`src/rtl/fcr_pkg.sv`:
```
// Shared FCR link constants, FSM encoding and command-frame byte selection.
// Used by the initiator and by the fcr_ctrl responder.
package fcr_pkg;

  localparam logic [7:0] FCR_OP_RD = 8'h01;
  localparam logic [7:0] FCR_OP_WR = 8'h02;
  localparam logic [7:0] FCR_ACK   = 8'h06;

  localparam logic [2:0] FCR_RD_LEN = 3'd3;
  localparam logic [2:0] FCR_WR_LEN = 3'd5;

  localparam logic [2:0] StIdle    = 3'd0;
  localparam logic [2:0] StCmdReq  = 3'd1;
  localparam logic [2:0] StCmdGap  = 3'd2;
  localparam logic [2:0] StRspWait = 3'd3;
  localparam logic [2:0] StDone    = 3'd4;

  // Byte idx of a command frame; reads only ever use idx 0..2.
  function automatic logic [7:0] fcr_cmd_byte(input logic [2:0]  idx,
                                              input logic        wr,
                                              input logic [15:0] addr,
                                              input logic [15:0] wr_data);
    logic [7:0] b;
    case (idx)
      3'd0:    b = wr ? FCR_OP_WR : FCR_OP_RD;
      3'd1:    b = addr[15:8];
      3'd2:    b = addr[7:0];
      3'd3:    b = wr_data[15:8];
      3'd4:    b = wr_data[7:0];
      default: b = 8'h00;
    endcase
    return b;
  endfunction

endpackage

```
`src/rtl/fcr_byte_sender.sv`:
```
// Req/ack sequencing for a single FCR command byte: load raises req with the byte,
// an ack seen while req is high drops req on that edge.
module fcr_byte_sender (
  input  logic       clk,
  input  logic       rst,
  input  logic       load,
  input  logic [7:0] load_byte,
  input  logic       ack,
  output logic       req,
  output logic [7:0] data,
  output logic       sent
);

  logic       req_q, req_d;
  logic [7:0] data_q, data_d;

  always_comb begin
    req_d  = req_q;
    data_d = data_q;
    if (load) begin
      req_d  = 1'b1;
      data_d = load_byte;
    end else if (req_q && ack) begin
      req_d = 1'b0;
    end
  end

  always_ff @(posedge clk) begin
    if (rst) begin
      req_q  <= 1'b0;
      data_q <= 8'h00;
    end else begin
      req_q  <= req_d;
      data_q <= data_d;
    end
  end

  assign req  = req_q;
  assign data = data_q;
  assign sent = req_q & ack;

endmodule

```
`src/rtl/fcr_initiator.sv`:
```
// Host-side FCR initiator: serialises one register read/write into command bytes
// and collects the response bytes, with a per-byte response timeout.
module fcr_initiator
  import fcr_pkg::*;
#(
  parameter int unsigned P_TIMEOUT_CLKS = 50_000
) (
  input  logic        clk,
  input  logic        rst,
  input  logic        start,
  input  logic        wr,
  input  logic [15:0] addr,
  input  logic [15:0] wr_data,
  output logic        busy,
  output logic        done,
  output logic [15:0] rd_data,
  output logic        err_timeout,
  output logic        err_bad_rsp,
  output logic        cmd_byte_req,
  output logic [7:0]  cmd_byte_data,
  input  logic        cmd_byte_ack,
  input  logic        rsp_byte_req,
  input  logic [7:0]  rsp_byte_data,
  output logic        rsp_byte_ack
);

  localparam int unsigned     CntW    = $clog2(P_TIMEOUT_CLKS) + 1;
  localparam logic [CntW-1:0] TmoLast = CntW'(P_TIMEOUT_CLKS - 1);

  logic [2:0]      state_q, state_d;
  logic            wr_q, wr_d;
  logic [15:0]     addr_q, addr_d;
  logic [15:0]     wdata_q, wdata_d;
  logic [2:0]      idx_q, idx_d;
  logic            rsp_idx_q, rsp_idx_d;
  logic [7:0]      shadow_q, shadow_d;
  logic [15:0]     rd_data_q, rd_data_d;
  logic            err_to_q, err_to_d;
  logic            err_bad_q, err_bad_d;
  logic [CntW-1:0] tmo_q, tmo_d;
  logic            rsp_ack_q, rsp_ack_d;

  logic       load;
  logic [7:0] load_byte;
  logic       sent;
  logic       take;
  logic [2:0] last_idx;

  // Any presented byte is taken unless we acked last cycle; outside RspWait it is dropped.
  assign take     = rsp_byte_req & ~rsp_ack_q;
  assign last_idx = (wr_q ? FCR_WR_LEN : FCR_RD_LEN) - 3'd1;

  always_comb begin
    state_d   = state_q;
    wr_d      = wr_q;
    addr_d    = addr_q;
    wdata_d   = wdata_q;
    idx_d     = idx_q;
    rsp_idx_d = rsp_idx_q;
    shadow_d  = shadow_q;
    rd_data_d = rd_data_q;
    err_to_d  = err_to_q;
    err_bad_d = err_bad_q;
    tmo_d     = '0;
    rsp_ack_d = take;
    load      = 1'b0;
    load_byte = fcr_cmd_byte(idx_q, wr_q, addr_q, wdata_q);

    case (state_q)
      StIdle: begin
        if (start) begin
          state_d   = StCmdReq;
          wr_d      = wr;
          addr_d    = addr;
          wdata_d   = wr_data;
          idx_d     = 3'd0;
          err_to_d  = 1'b0;
          err_bad_d = 1'b0;
          load      = 1'b1;
          load_byte = fcr_cmd_byte(3'd0, wr, addr, wr_data);
        end
      end
      StCmdReq: begin
        if (sent) begin
          if (idx_q == last_idx) begin
            state_d   = StRspWait;
            rsp_idx_d = 1'b0;
          end else begin
            state_d = StCmdGap;
            idx_d   = idx_q + 3'd1;
          end
        end
      end
      StCmdGap: begin
        load    = 1'b1;
        state_d = StCmdReq;
      end
      StRspWait: begin
        if (take) begin
          if (wr_q) begin
            err_bad_d = (rsp_byte_data != FCR_ACK);
            state_d   = StDone;
          end else if (!rsp_idx_q) begin
            shadow_d  = rsp_byte_data;
            rsp_idx_d = 1'b1;
          end else begin
            // Commit only on a complete response so a timeout leaves rd_data intact.
            rd_data_d = {shadow_q, rsp_byte_data};
            state_d   = StDone;
          end
        end else if (tmo_q == TmoLast) begin
          err_to_d = 1'b1;
          state_d  = StDone;
        end else begin
          tmo_d = (tmo_q == '1) ? tmo_q : tmo_q + CntW'(1);
        end
      end
      StDone: begin
        state_d = StIdle;
      end
      default: begin
        state_d = StIdle;
      end
    endcase
  end

  always_ff @(posedge clk) begin
    if (rst) begin
      state_q   <= StIdle;
      wr_q      <= 1'b0;
      addr_q    <= 16'h0000;
      wdata_q   <= 16'h0000;
      idx_q     <= 3'd0;
      rsp_idx_q <= 1'b0;
      shadow_q  <= 8'h00;
      rd_data_q <= 16'h0000;
      err_to_q  <= 1'b0;
      err_bad_q <= 1'b0;
      tmo_q     <= '0;
      rsp_ack_q <= 1'b0;
    end else begin
      state_q   <= state_d;
      wr_q      <= wr_d;
      addr_q    <= addr_d;
      wdata_q   <= wdata_d;
      idx_q     <= idx_d;
      rsp_idx_q <= rsp_idx_d;
      shadow_q  <= shadow_d;
      rd_data_q <= rd_data_d;
      err_to_q  <= err_to_d;
      err_bad_q <= err_bad_d;
      tmo_q     <= tmo_d;
      rsp_ack_q <= rsp_ack_d;
    end
  end

  fcr_byte_sender u_sender (
    .clk       (clk),
    .rst       (rst),
    .load      (load),
    .load_byte (load_byte),
    .ack       (cmd_byte_ack),
    .req       (cmd_byte_req),
    .data      (cmd_byte_data),
    .sent      (sent)
  );

  assign busy         = (state_q == StCmdReq) || (state_q == StCmdGap) || (state_q == StRspWait);
  assign done         = (state_q == StDone);
  assign rd_data      = rd_data_q;
  assign err_timeout  = err_to_q;
  assign err_bad_rsp  = err_bad_q;
  assign rsp_byte_ack = rsp_ack_q;

endmodule

```
`config.mk`:
```
export PLATFORM = sky130hd
export DESIGN_NAME = fcr_initiator
export DESIGN_NICKNAME = d
export VERILOG_FILES = /design/src/rtl/fcr_pkg.sv /design/src/rtl/fcr_byte_sender.sv /design/src/rtl/fcr_initiator.sv
export SDC_FILE = /design/constraint.sdc
export NUM_CORES = 1
export LEC_CHECK = 0
export ABC_CLOCK_PERIOD_IN_PS = 3200
export BUFFER_PORTS_ARGS = -buffer_cell sky130_fd_sc_hd__buf_4
export CAP_MARGIN = 15
export CORE_UTILIZATION = 55
export CTS_CLUSTER_DIAMETER = 40
export CTS_CLUSTER_SIZE = 30
export DETAILED_ROUTE_END_ITERATION = 8
export GPL_TIMING_DRIVEN = 1
export PLACE_DENSITY = 0.82
export SETUP_SLACK_MARGIN = 0.4
export SLEW_MARGIN = 20
export SYNTH_ARGS = -nofsm -noshare
export SYNTH_HDL_FRONTEND = slang
export SYNTH_SLANG_ARGS = --single-unit
```
`constraint.sdc`:
```
create_clock -name clk -period 3.2 [get_ports clk]
set_input_delay 0 -clock clk [delete_from_list [all_inputs] [get_ports clk]]
set_output_delay 0 -clock clk [all_outputs]
set_load 0.01 [all_outputs]
```
==> results of run 1 <==
[per-layer routing]
layer,part of all wire,routed length (um),global-route usage
met5,0,0,0
met1,0.43,4260,0.3337
met4,0.016,159,0.09091
met2,0.50,4941,0.4666
met3,0.055,548,0.06730
[synth_stat cells (all sizes together)]
master and number:
o21bai 1, or3 5, o21a 1, dfxtp 93
nand4b 2, a311oi 2, a41o 1, a22oi 8
and2 4, nor4b 1, nand2b 5, xnor2 4
buf 8, nor4 5, nand3 11, and3 3
mux2 2, a31o 1, xor2 6, a21oi 42
o31a 1, mux2i 27, inv 3, nor2b 2
or2 1, a31oi 2, and4b 1, a211oi 3
nor2 61, nand3b 4, or4 3, or4b 3
nand2 77, o21ba 1, o21ai 15, o2111ai 1
a32oi 12, ha 7, or3b 2, and4 1
o211ai 1, nand4 3, nor3 6, clkbuf 25
o31ai 2
[how the worst max path moves through the flow]
stage,slack [ns],to,cells after the start
floorplan,0.89,tmo_q[12]$_SDFFE_PP0P_,9
global route,0.61,tmo_q[12]$_SDFFE_PP0P_,8
CTS,0.74,tmo_q[12]$_SDFFE_PP0P_,8
global placement,0.84,tmo_q[12]$_SDFFE_PP0P_,8
finish,0.73,tmo_q[12]$_SDFFE_PP0P_,8
detailed placement,0.76,tmo_q[12]$_SDFFE_PP0P_,8
[registers in the layout, indices dropped and copies added (netlist names)]
signal         flops
err_timeout        1
state_q            3
u_sender.data      8
err_bad_rsp        1
idx_q              3
shadow_q           8
rsp_byte_ack       1
tmo_q             17
wdata_q           16
addr_q            16
rd_data           16
wr_q               1
rsp_idx_q          1
u_sender.req       1
[metrics by stage]
step / util / hold WS [ns] / power (W) / instance area [um^2]
4_1_cts: 0.7496 / 0.05752 / 0.002261 / 5205
6_report: 0.7496 / 0.07149 / 0.002258 / 5205
2_1_floorplan: - / 0.1360 / 0.001376 / 4020
3_5_place_dp: 0.6602 / 0.2564 / 0.001472 / 4584
3_3_place_gp: 0.6602 / 0.2484 / 0.001464 / 4584
5_1_grt: 0.7496 / 0.09108 / 0.002347 / 5205
[what timing repair did]
| item | in CTS | in global routing |
|---|---|---|
| endpoints found under the hold margin | 53 | 0 |
| resized for setup | 0 | 0 |
| hold buffers | 43 | 0 |
[layout make-up]
type                    count  area, um^2
multi-input cells         340        2006
flip-flops and latches     93        1862
inverters                   3       11.26
clock inverters             5       62.56
fillers                   487        1739
repair buffers            121        1016
clock buffers              10       127.6
well taps                  96       120.1
[power by group through the flow]
| stage | registers, W | logic [W] | clock network [W] |
|---|---|---|---|
| 2_1_floorplan | 0.00124 | 0.000134 | 0 |
| 3_3_place_gp | 0.00125 | 0.000213 | 0 |
| 3_5_place_dp | 0.00125 | 0.000218 | 0 |
| 4_1_cts | 0.00123 | 0.000261 | 0.000773 |
| 5_1_grt | 0.00123 | 0.000290 | 0.000824 |
| 6_report | 0.00123 | 0.000266 | 0.000763 |
[cells by family (layout without fill, tap and decap cells)]
family | count (synthesis) | count (layout) | synth area share
adder cells (fa/ha/maj) | 7 | 7 | 0.02179
buffers and inverters | 36 | 139 | 0.04015
AO/OA/AOI/OAI | 94 | 94 | 0.1469
flip-flops | 93 | 93 | 0.4631
XOR/XNOR | 10 | 10 | 0.02179
multiplexers | 29 | 29 | 0.07283
AND/OR/NAND/NOR | 200 | 200 | 0.2334
[worst reg2reg max path: cells and delay by family, from the launching register on]
kind                     cells  cell delay, ns
AO/OA/AOI/OAI                1            0.15
adder cells (fa/ha/maj)      1            0.27
flip-flops                   1            0.36
AND/OR/NAND/NOR              6            1.62
==> reports/results.md, run 1 <==
| Result | Reported | Unit |
| --- | --- | --- |
| Antenna violations before repair | 0 | - |
| Iteration-0 DRC Markers | 340 | - |
| Residual DRC count | 0 | - |
| GRT Residual Overflow | 0 | - |
| Area share of the largest cell type after synthesis | 0.4631 | - |
| Max Slew Vio Count | 0 | - |
| Max Freq | 0.4042 | GHz |
| Number of global-route vias before repair | 3526 | - |
| Slew margin rel. | 0.4709 | - |
| Lkg Pwr | 2.156 | nW |
| Worst r2r src | tmo_q[7]$_SDFFE_PP0P_ | - |
| GRT Overall Usage | 0.2723 | - |
| Critical path required time | 3.49 | ns |
| Proportion of layout cells with a drive suffix above 1 | 0.1818 | - |
| Netlist Area Pre-Place | 0.004020 | mm^2 |
| Chip Width | 87.50 | um |
| Maximum clock skew at final layout | 0.01021 | ns |
| Die outline height | 87.50 | um |
| TritonCTS clock tree | built | - |
| Slowest cell delay on critical path | 0.47 | ns |
| Total net switching power | 0.0005711 | W |
| Per-cell routed wire length | 14.83 | um |
| Cell internal pwr | 0.001687 | W |
| Destination of the worst hold path | state_q[1]$_SDFFE_PP0P_ | - |
| Final Net Count | 621 | - |
| Weighted congestion reported at the end of routability-driven placement | 0.8627 | - |
| Synthesized instance count | 469 | - |
| Hold path start | start | - |
| Clk_lat worst skew | 0.36 | ns |
| Category of the worst setup path capture point | flip-flop | - |
| Placed instance count | 610 | - |
| Period utilisation layout | 0.7732 | - |
| Outcome | completed | - |
| Dominant cell type by area after synthesis | dfxtp_1 | - |
| Most common cell after layout, fill and taps aside | dfxtp_1 | - |
| Sequential fraction of design power | 0.544 | - |
| Slowest CP cell | or4b_1 | - |
| Reg2reg path depth | 8 | - |
| Initial DRT Pass Iterations | 4 | - |
| Core area | 0.006944 | mm^2 |
| Total setup buffers inserted after CTS | 0 | - |
| Arrival time worst endpoint | 2.76 | ns |
| Number of levels the H-tree was split into | 3 | - |
| Leading cell types in the layout, fill and taps excluded | 93 x dfxtp_1, 78 x buf_4, 77 x nand2_1, 61 x nor2_1, 43 x dlygate4sd3_1 | - |
| Clock edge transition at the registers on the reported setup and hold paths | 0.09 | ns |
| Cells taking the most area after synthesis | dfxtp_1 46%, nand2_1 7.2%, mux2i_1 6.7% | - |
| Cell depth of the worst hold path | 4 | - |
| Transition time at the pin with the least slew margin | 0.7936 | ns |
| Synthesized net count | 522 | - |
| Clock root cell | clkbuf_8 | - |
| CP startpoint kind | flip-flop | - |
| Path category of the worst min-delay check | primary input to flip-flop | - |
| CP Max Fanout | 6 | - |
| Final cell count without fillers | 668 | - |
| Number of unique standard cell types used by synthesis | 56 | - |
| Total number of placement rows | 30 | - |
| Critical path class | flip-flop to flip-flop | - |
| Total power per unit cell area | 433.8 | mW/mm^2 |
| Vias | 3682 | - |
| Area Overhead vs Synth | 29.47 | % |
| Final routed wirelength across all metal layers | 9.909 | mm |
| Setup repair after global routing missed its margin | no | - |
| Number of max-cap violations | 0 | - |
| Endpoint of the most critical register-to-register path | tmo_q[12]$_SDFFE_PP0P_ | - |
| Count of buffers from port buffering | 75 | - |
| Initial Utilization | 0.5789 | - |
| Largest voltage drop on the vdd net | 0.3141 | mV |
| Switching Fraction | 0.2529 | - |
| Post-Route Setup TNS | 0 | ns |
| Average cell area after synthesis | 8.572 | um^2 |
| Pin count of the biggest net entering global routing | 81 | - |
| Kind of cell with the highest combined delay on the critical path | simple AND/OR/NAND/NOR gates | - |
| Register-to-register setup slack | 0.73 | ns |
| Final critical delay including setup and external delays | 2.474 | ns |
| Ports placed on the boundary | 76 | - |
| Clock network power share | 0.338 | - |
| Maximum buffer depth of the clock tree | 2 | - |
| Total half-perimeter wirelength after legalization and detailed placement | 6.128 | mm |
| Count of yosys warnings during synthesis | 0 | - |
| Worst-case setup slack after placement | 0.7633 | ns |
| Number of hold violations in the final report | 0 | - |
| Setup violation total in the final timing report | 0 | - |
| Fraction of the yosys area taken by sequential cells | 0.4631 | - |
| CP Cell Sequence | and4_1 -> nand3_1 -> nor4_1 -> ha_1 -> nand4b_1 -> or2_2 -> or4b_1 -> a21oi_1 | - |
| Number of buffers added by the clock tree synthesis step | 9 | - |
| First-pass GRT wire length | 16.17 | mm |
| Mean number of vias per cell | 5.512 | - |
| Post-route antenna net violation count | 0 | - |
| Portion of total power attributed to combinational logic | 0.118 | - |
| Launch point of the worst path | tmo_q[7]$_SDFFE_PP0P_ | - |
| Overall die area | 0.007655 | mm^2 |
| Total buffers and inverters traversed by the critical path | 0 | - |
| N_diodes | 0 | - |
| Clock net sink count | 93 | - |
| Worst-case setup margin in the final layout | 0.7257 | ns |
| Register bit total from synthesis | 93 | - |
No activity file was read; power rests on OpenSTA's default activity.
==> inputs of run 2 (changes only) <==
Settings changed: ABC_CLOCK_PERIOD_IN_PS 3200 to 2250, CORE_UTILIZATION 55 to 50, PLACE_DENSITY 0.82 to 0.79.
Clock period 3.2 ns to 2.25 ns, I/O delays scaled along.
==> run 2 against run 1 <==
Compared with the run above:
- worst setup slack got worse by 0.50 ns
- sequential power rose by 42%
- core utilization fell by 2.1 points
- sequential cell count did not move
- via count rose by 4.6%
- routed wire length rose by 5.2%
- global-route usage fell by 2.1 points
- cell count rose by 5.4%
- critical path depth did not move
==> reports/results.md, run 2 (synthesized netlist as in run 1, its figures left out) <==
| Result | Reported | Unit |
| --- | --- | --- |
| N_diodes | 0 | - |
| Placed instance count | 627 | - |
| Portion of total power attributed to combinational logic | 0.112 | - |
| Reg2reg path depth | 8 | - |
| Path category of the worst min-delay check | primary input to flip-flop | - |
| First-pass GRT wire length | 17.11 | mm |
| Leading cell types in the layout, fill and taps excluded | 101 x buf_4, 82 x dfxtp_1, 75 x nand2_1, 60 x nor2_1, 43 x dlygate4sd3_1 | - |
| Destination of the worst hold path | u_sender.data[1]$_SDFFE_PP0P_ | - |
| Most congested layer reported by global routing | met2 | - |
| CP Max Fanout | 4 | - |
| TritonCTS clock tree | built | - |
| Iteration-0 DRC Markers | 253 | - |
| Final critical delay including setup and external delays | 2.029 | ns |
| Maximum clock skew at final layout | 0.01897 | ns |
| Core area | 0.007767 | mm^2 |
| Setup violation total in the final timing report | 0 | - |
| Slowest cell delay on critical path | 0.48 | ns |
| Transition time at the pin with the least slew margin | 0.6239 | ns |
| GRT Overall Usage | 0.2513 | - |
| Number of global-route vias before repair | 3801 | - |
| Worst r2r src | tmo_q[6]$_SDFFE_PP0P_ | - |
| Clock net sink count | 93 | - |
| Number of levels the H-tree was split into | 3 | - |
| Total half-perimeter wirelength after legalization and detailed placement | 6.453 | mm |
| GRT Residual Overflow | 0 | - |
| Chip Width | 91.67 | um |
| Count of buffers from port buffering | 75 | - |
| Initial Utilization | 0.5176 | - |
| Final Net Count | 650 | - |
| Arrival time worst endpoint | 2.32 | ns |
| Period utilisation layout | 0.9016 | - |
| Cell depth of the worst hold path | 3 | - |
| Fraction of met1 tracks used by global routing | 0.3222 | - |
| Clock edge transition at the registers on the reported setup and hold paths | 0.09 | ns |
| Hold path start | start | - |
| Antenna violations before repair | 0 | - |
| Total net switching power | 0.0008353 | W |
| Total power per unit cell area | 613.3 | mW/mm^2 |
| Critical path class | flip-flop to flip-flop | - |
| Vias | 3851 | - |
| Total number of placement rows | 32 | - |
| Post-Route Setup TNS | 0 | ns |
| Global Route met2 Usage | 0.4261 | - |
| Met3 routing resource usage after global routing | 0.03814 | - |
| Residual DRC count | 0 | - |
| Slowest CP cell | or4b_1 | - |
| Most common cell after layout, fill and taps aside | buf_4 | - |
| Endpoint of the most critical register-to-register path | tmo_q[12]$_SDFFE_PP0P_ | - |
| Area Overhead vs Synth | 40.77 | % |
| Ports placed on the boundary | 76 | - |
| Lkg Pwr | 2.352 | nW |
| Critical path required time | 2.54 | ns |
| Clk_lat worst skew | 0.36 | ns |
| Die outline height | 91.67 | um |
| Slew margin rel. | 0.5813 | - |
| Cell internal pwr | 0.002636 | W |
| CP startpoint kind | flip-flop | - |
| Number of buffers added by the clock tree synthesis step | 9 | - |
| Switching Fraction | 0.2406 | - |
| Max Freq | 0.4929 | GHz |
| Overall die area | 0.008402 | mm^2 |
| Final cell count without fillers | 704 | - |
| Clock network power share | 0.385 | - |
| Post-route antenna net violation count | 0 | - |
| Max Slew Vio Count | 0 | - |
| Number of max-cap violations | 0 | - |
| Final routed wirelength across all metal layers | 10.42 | mm |
| Register-to-register setup slack | 0.22 | ns |
| Maximum buffer depth of the clock tree | 2 | - |
| Initial DRT Pass Iterations | 5 | - |
| Setup repair after global routing missed its margin | yes | - |
| Number of hold violations in the final report | 0 | - |
| Per-cell routed wire length | 14.81 | um |
| Clock root cell | clkbuf_8 | - |
| CP Cell Sequence | and4_4 -> nand3_4 -> nor4_4 -> ha_2 -> nand4b_1 -> or2_4 -> or4b_1 -> a21oi_2 | - |
| Outcome | completed | - |
| Mean number of vias per cell | 5.470 | - |
| Largest voltage drop on the vdd net | 0.3673 | mV |
| Weighted congestion reported at the end of routability-driven placement | 0.8131 | - |
| Proportion of layout cells with a drive suffix above 1 | 0.2807 | - |
| Pin count of the biggest net entering global routing | 57 | - |
| Most flop-heavy register | tmo_q | - |
| Category of the worst setup path capture point | flip-flop | - |
| Largest register FFs | 17 | - |
| Sequential fraction of design power | 0.503 | - |
==> run 2: changes by cell type in the layout (fill, tap and decap cells not counted), moves of 3 or more <==
cell / change
buf_4: +23
dfxtp_1: -11
dfxtp_2: +11
buf_6: +6
ha_1: -5
ha_2: +4
nand3_1: -4
a21oi_1: -3
a21oi_2: +3
==> run 2: layout make-up <==
class | count | area (um^2)
Clock buffer | 10 | 127.6
Clock inverter | 6 | 111.4
Fill cell | 580 | 2108
Inverter | 3 | 11.26
Multi-Input combinational cell | 340 | 2150
Sequential cell | 93 | 1876
Tap cell | 102 | 127.6
Timing Repair Buffer | 150 | 1256
==> run 2: what timing repair did <==
item / CTS / global route
setup buffers: 13 / 3
gates resized for setup: 13 / 26
hold buffers: 43 / 0
setup endpoints to repair: 16 / 33
gates cloned: 0 / 2
endpoints found under the hold margin: 53 / 0
pin swaps: 10 / 7
==> run 2: how the worst max path moves through the flow <==
stage	from	to	slack (ns)	depth (start not counted)
floorplan	tmo_q[6]$_SDFFE_PP0P_	tmo_q[12]$_SDFFE_PP0P_	0.12	9
global placement	tmo_q[6]$_SDFFE_PP0P_	tmo_q[15]$_SDFFE_PP0P_	0.14	8
detailed placement	tmo_q[0]$_SDFFE_PP0P_	tmo_q[15]$_SDFFE_PP0P_	0.05	8
CTS	tmo_q[6]$_SDFFE_PP0P_	tmo_q[12]$_SDFFE_PP0P_	0.27	8
global route	tmo_q[6]$_SDFFE_PP0P_	tmo_q[12]$_SDFFE_PP0P_	0.11	8
finish	tmo_q[6]$_SDFFE_PP0P_	tmo_q[12]$_SDFFE_PP0P_	0.22	8
==> run 2: critical path, delay by kind of cell (launching register included) <==
family | cells | cell delay, ns
DFF | 1 | 0.33
and+or+nand+nor | 6 | 1.31
AOI/OAI and AO/OA | 1 | 0.13
adders and majority gates | 1 | 0.19
==> run 2: per-layer routing <==
layer | part of all wire | up-vias | wire length [um]
met5 | 0 | - | 0
met4 | 0.021 | 0 | 221
met3 | 0.047 | 24 | 490
met2 | 0.49 | 112 | 5106
met1 | 0.44 | 1823 | 4604
li1 | - | 1892 | -
==> run 2: through the flow <==
step           area (um^2)  setup slack (ns)    util  hold WS, ns  total power [W]
2_1_floorplan         4103            0.1231       -       0.1360         0.001958
3_3_place_gp          4737            0.1415  0.6099       0.2474         0.002089
3_5_place_dp          4737           0.05121  0.6099       0.2564         0.002097
4_1_cts               5538            0.2718  0.7130      0.06624         0.003460
5_1_grt               5659            0.1108  0.7286      0.09829         0.003593
6_report              5659            0.2213  0.7286      0.07054         0.003471
==> run 2: power groups by stage <==
stage                     clock (W)  combinational [W]  sequential (W)
final                       0.00134           0.000388         0.00175
after global routing        0.00141           0.000426         0.00175
after CTS                   0.00134           0.000377         0.00174
after detailed placement          0           0.000316         0.00178
after global placement            0           0.000310         0.00178
after floorplan                   0           0.000190         0.00177
==> inputs of run 3 (changes only) <==
Settings changed: ABC_CLOCK_PERIOD_IN_PS 2250 to 2000, CORE_UTILIZATION 50 to 55, PLACE_DENSITY 0.79 to 0.82.
Clock period 2.25 ns to 2 ns, I/O delays scaled along.
==> run 3 against run 2 <==
Compared with the run above:
- sequential power increased by 12%
- worst setup slack got worse by 0.21 ns
- fmax increased by 2.0%
- sequential cell count unchanged
- combinational power increased by 32%
==> reports/results.md, run 3 (synthesized netlist as in run 1, its figures left out) <==
| Result | Reported | Unit |
| --- | --- | --- |
| Overall power consumption | 0.003766 | W |
| Slowest CP cell | or4b_4 | - |
| Initial Utilization | 0.5789 | - |
| Leading cell types in the layout, fill and taps excluded | 105 x buf_4, 79 x dfxtp_1, 76 x nand2_1, 54 x nor2_1, 43 x dlygate4sd3_1 | - |
| Vias | 4137 | - |
| Iteration-0 DRC Markers | 426 | - |
| Outcome | completed | - |
| Kind of cell with the highest combined delay on the critical path | simple AND/OR/NAND/NOR gates | - |
| Clock edge transition at the registers on the reported setup and hold paths | 0.09 | ns |
| Maximum clock skew at final layout | 0.01076 | ns |
| Weighted congestion reported at the end of routability-driven placement | 0.7658 | - |
| Antenna violations before repair | 0 | - |
| Post-route antenna net violation count | 0 | - |
| Global Route met2 Usage | 0.5043 | - |
| Count of buffers from port buffering | 75 | - |
| First-pass GRT wire length | 17.37 | mm |
| Number of hold violations in the final report | 0 | - |
| Number of levels the H-tree was split into | 3 | - |
| Largest register FFs | 17 | - |
| Pin count of the biggest net entering global routing | 52 | - |
| Total half-perimeter wirelength after legalization and detailed placement | 6.526 | mm |
| Ports placed on the boundary | 76 | - |
| CP Max Fanout | 3 | - |
| Proportion of layout cells with a drive suffix above 1 | 0.3415 | - |
| Die outline height | 87.50 | um |
| Most congested layer reported by global routing | met2 | - |
| Largest voltage drop on the vdd net | 0.4692 | mV |
| Maximum buffer depth of the clock tree | 2 | - |
| Residual DRC count | 0 | - |
| Path category of the worst min-delay check | primary input to flip-flop | - |
| CP startpoint kind | flip-flop | - |
| Setup violation total in the final timing report | 0 | - |
| Transition time at the pin with the least slew margin | 0.7378 | ns |
| Max Slew Vio Count | 0 | - |
| Most flop-heavy register | tmo_q | - |
| Critical path class | flip-flop to flip-flop | - |
| Setup repair after global routing missed its margin | yes | - |
| Clock net sink count | 93 | - |
| Clk_lat worst skew | 0.37 | ns |
| Chip Width | 87.50 | um |
| Total power per unit cell area | 632.4 | mW/mm^2 |
| Number of buffers added by the clock tree synthesis step | 9 | - |
| Critical path required time | 2.29 | ns |
| Placed instance count | 633 | - |
| Final Net Count | 660 | - |
| N_diodes | 0 | - |
| Post-Route Setup TNS | 0 | ns |
| Number of global-route vias before repair | 3761 | - |
| Slew margin rel. | 0.5048 | - |
| Register-to-register setup slack | 0.01 | ns |
| Period utilisation layout | 0.9948 | - |
| Clock root cell | clkbuf_8 | - |
| Total number of placement rows | 30 | - |
| Slowest cell delay on critical path | 0.48 | ns |
| Per-cell routed wire length | 17.88 | um |
| GRT Overall Usage | 0.2908 | - |
| CP Cell Sequence | and3_4 -> nand3_4 -> nor4_4 -> ha_2 -> nand4b_1 -> or2_4 -> or4b_4 -> a21oi_2 | - |
| TritonCTS clock tree | built | - |
| Max Freq | 0.5026 | GHz |
| Number of max-cap violations | 0 | - |
| GRT Residual Overflow | 0 | - |
| Category of the worst setup path capture point | flip-flop | - |
| Lkg Pwr | 2.442 | nW |
| Arrival time worst endpoint | 2.28 | ns |
| Met3 routing resource usage after global routing | 0.05972 | - |
| Total buffers and inverters traversed by the critical path | 0 | - |
| Mean number of vias per cell | 5.843 | - |
| Area Overhead vs Synth | 48.15 | % |
| Final critical delay including setup and external delays | 1.990 | ns |
| Initial DRT Pass Iterations | 5 | - |
| Final routed wirelength across all metal layers | 12.66 | mm |
| Most common cell after layout, fill and taps aside | buf_4 | - |
| Overall die area | 0.007655 | mm^2 |
| Final cell count without fillers | 708 | - |
| Fraction of met1 tracks used by global routing | 0.3587 | - |
| Core area | 0.006944 | mm^2 |
[run 3: power by group]
group	total (W)	internal (W)	switching (W)
clock	0.00129	0.000587	0.000702
sequential	0.00196	0.00191	0.0000508
combinational	0.000513	0.000248	0.000266
[run 3: through the flow]
stage                     setup slack [ns]    util  hold WS, ns  instance area [um^2]
final                              0.01034  0.8577      0.08060                  5956
after floorplan                    -0.1268       -       0.1360                  4167
after detailed placement          -0.04458  0.7023       0.2577                  4877
after global routing              -0.08129  0.8577      0.09295                  5956
after global placement             0.03669  0.7023       0.2462                  4877
after CTS                          0.05342  0.8123      0.05055                  5640
[run 3: timing repair]
action / in CTS / in global routing
hold buffers: 43 / 0
pin swaps: 6 / 19
resized for setup: 25 / 56
buffers inserted: 5 / 11
endpoints found under the setup margin: 64 / 64
endpoints found under the hold margin: 53 / 0
[run 3: path summary, 6_finish.rpt]
kind,startpoint,end,cells after the start
max reg2reg,tmo_q[11]$_SDFFE_PP0P_,tmo_q[12]$_SDFFE_PP0P_,8
min reg2reg,addr_q[13]$_SDFFE_PP0P_,addr_q[13]$_SDFFE_PP0P_,2
min,start,state_q[1]$_SDFFE_PP0P_,4
max,tmo_q[11]$_SDFFE_PP0P_,tmo_q[12]$_SDFFE_PP0P_,8
[run 3: cell type report]
class | instances | area, um^2
Clock buffer | 10 | 127.6
Clock inverter | 6 | 71.32
Fill cell | 354 | 988.4
Inverter | 3 | 11.26
Multi-Input combinational cell | 340 | 2360
Sequential cell | 93 | 1884
Tap cell | 96 | 120.1
Timing Repair Buffer | 160 | 1381
[run 3: metal layers]
layer | share of wire | wire length [um] | up-vias
li1 | - | - | 1911
met2 | 0.51 | 6450 | 201
met4 | 0.031 | 387 | 0
met1 | 0.40 | 5073 | 1980
met3 | 0.059 | 748 | 45
met5 | 0 | 0 | -
[run 3: worst register-to-register path, cell delays in order, from the launching register on]
cell and delay, ns:
dfxtp_2 0.34, and3_4 0.18, nand3_4 0.09, nor4_4 0.05, ha_2 0.20, nand4b_1 0.19
or2_4 0.26, or4b_4 0.48, a21oi_2 0.13
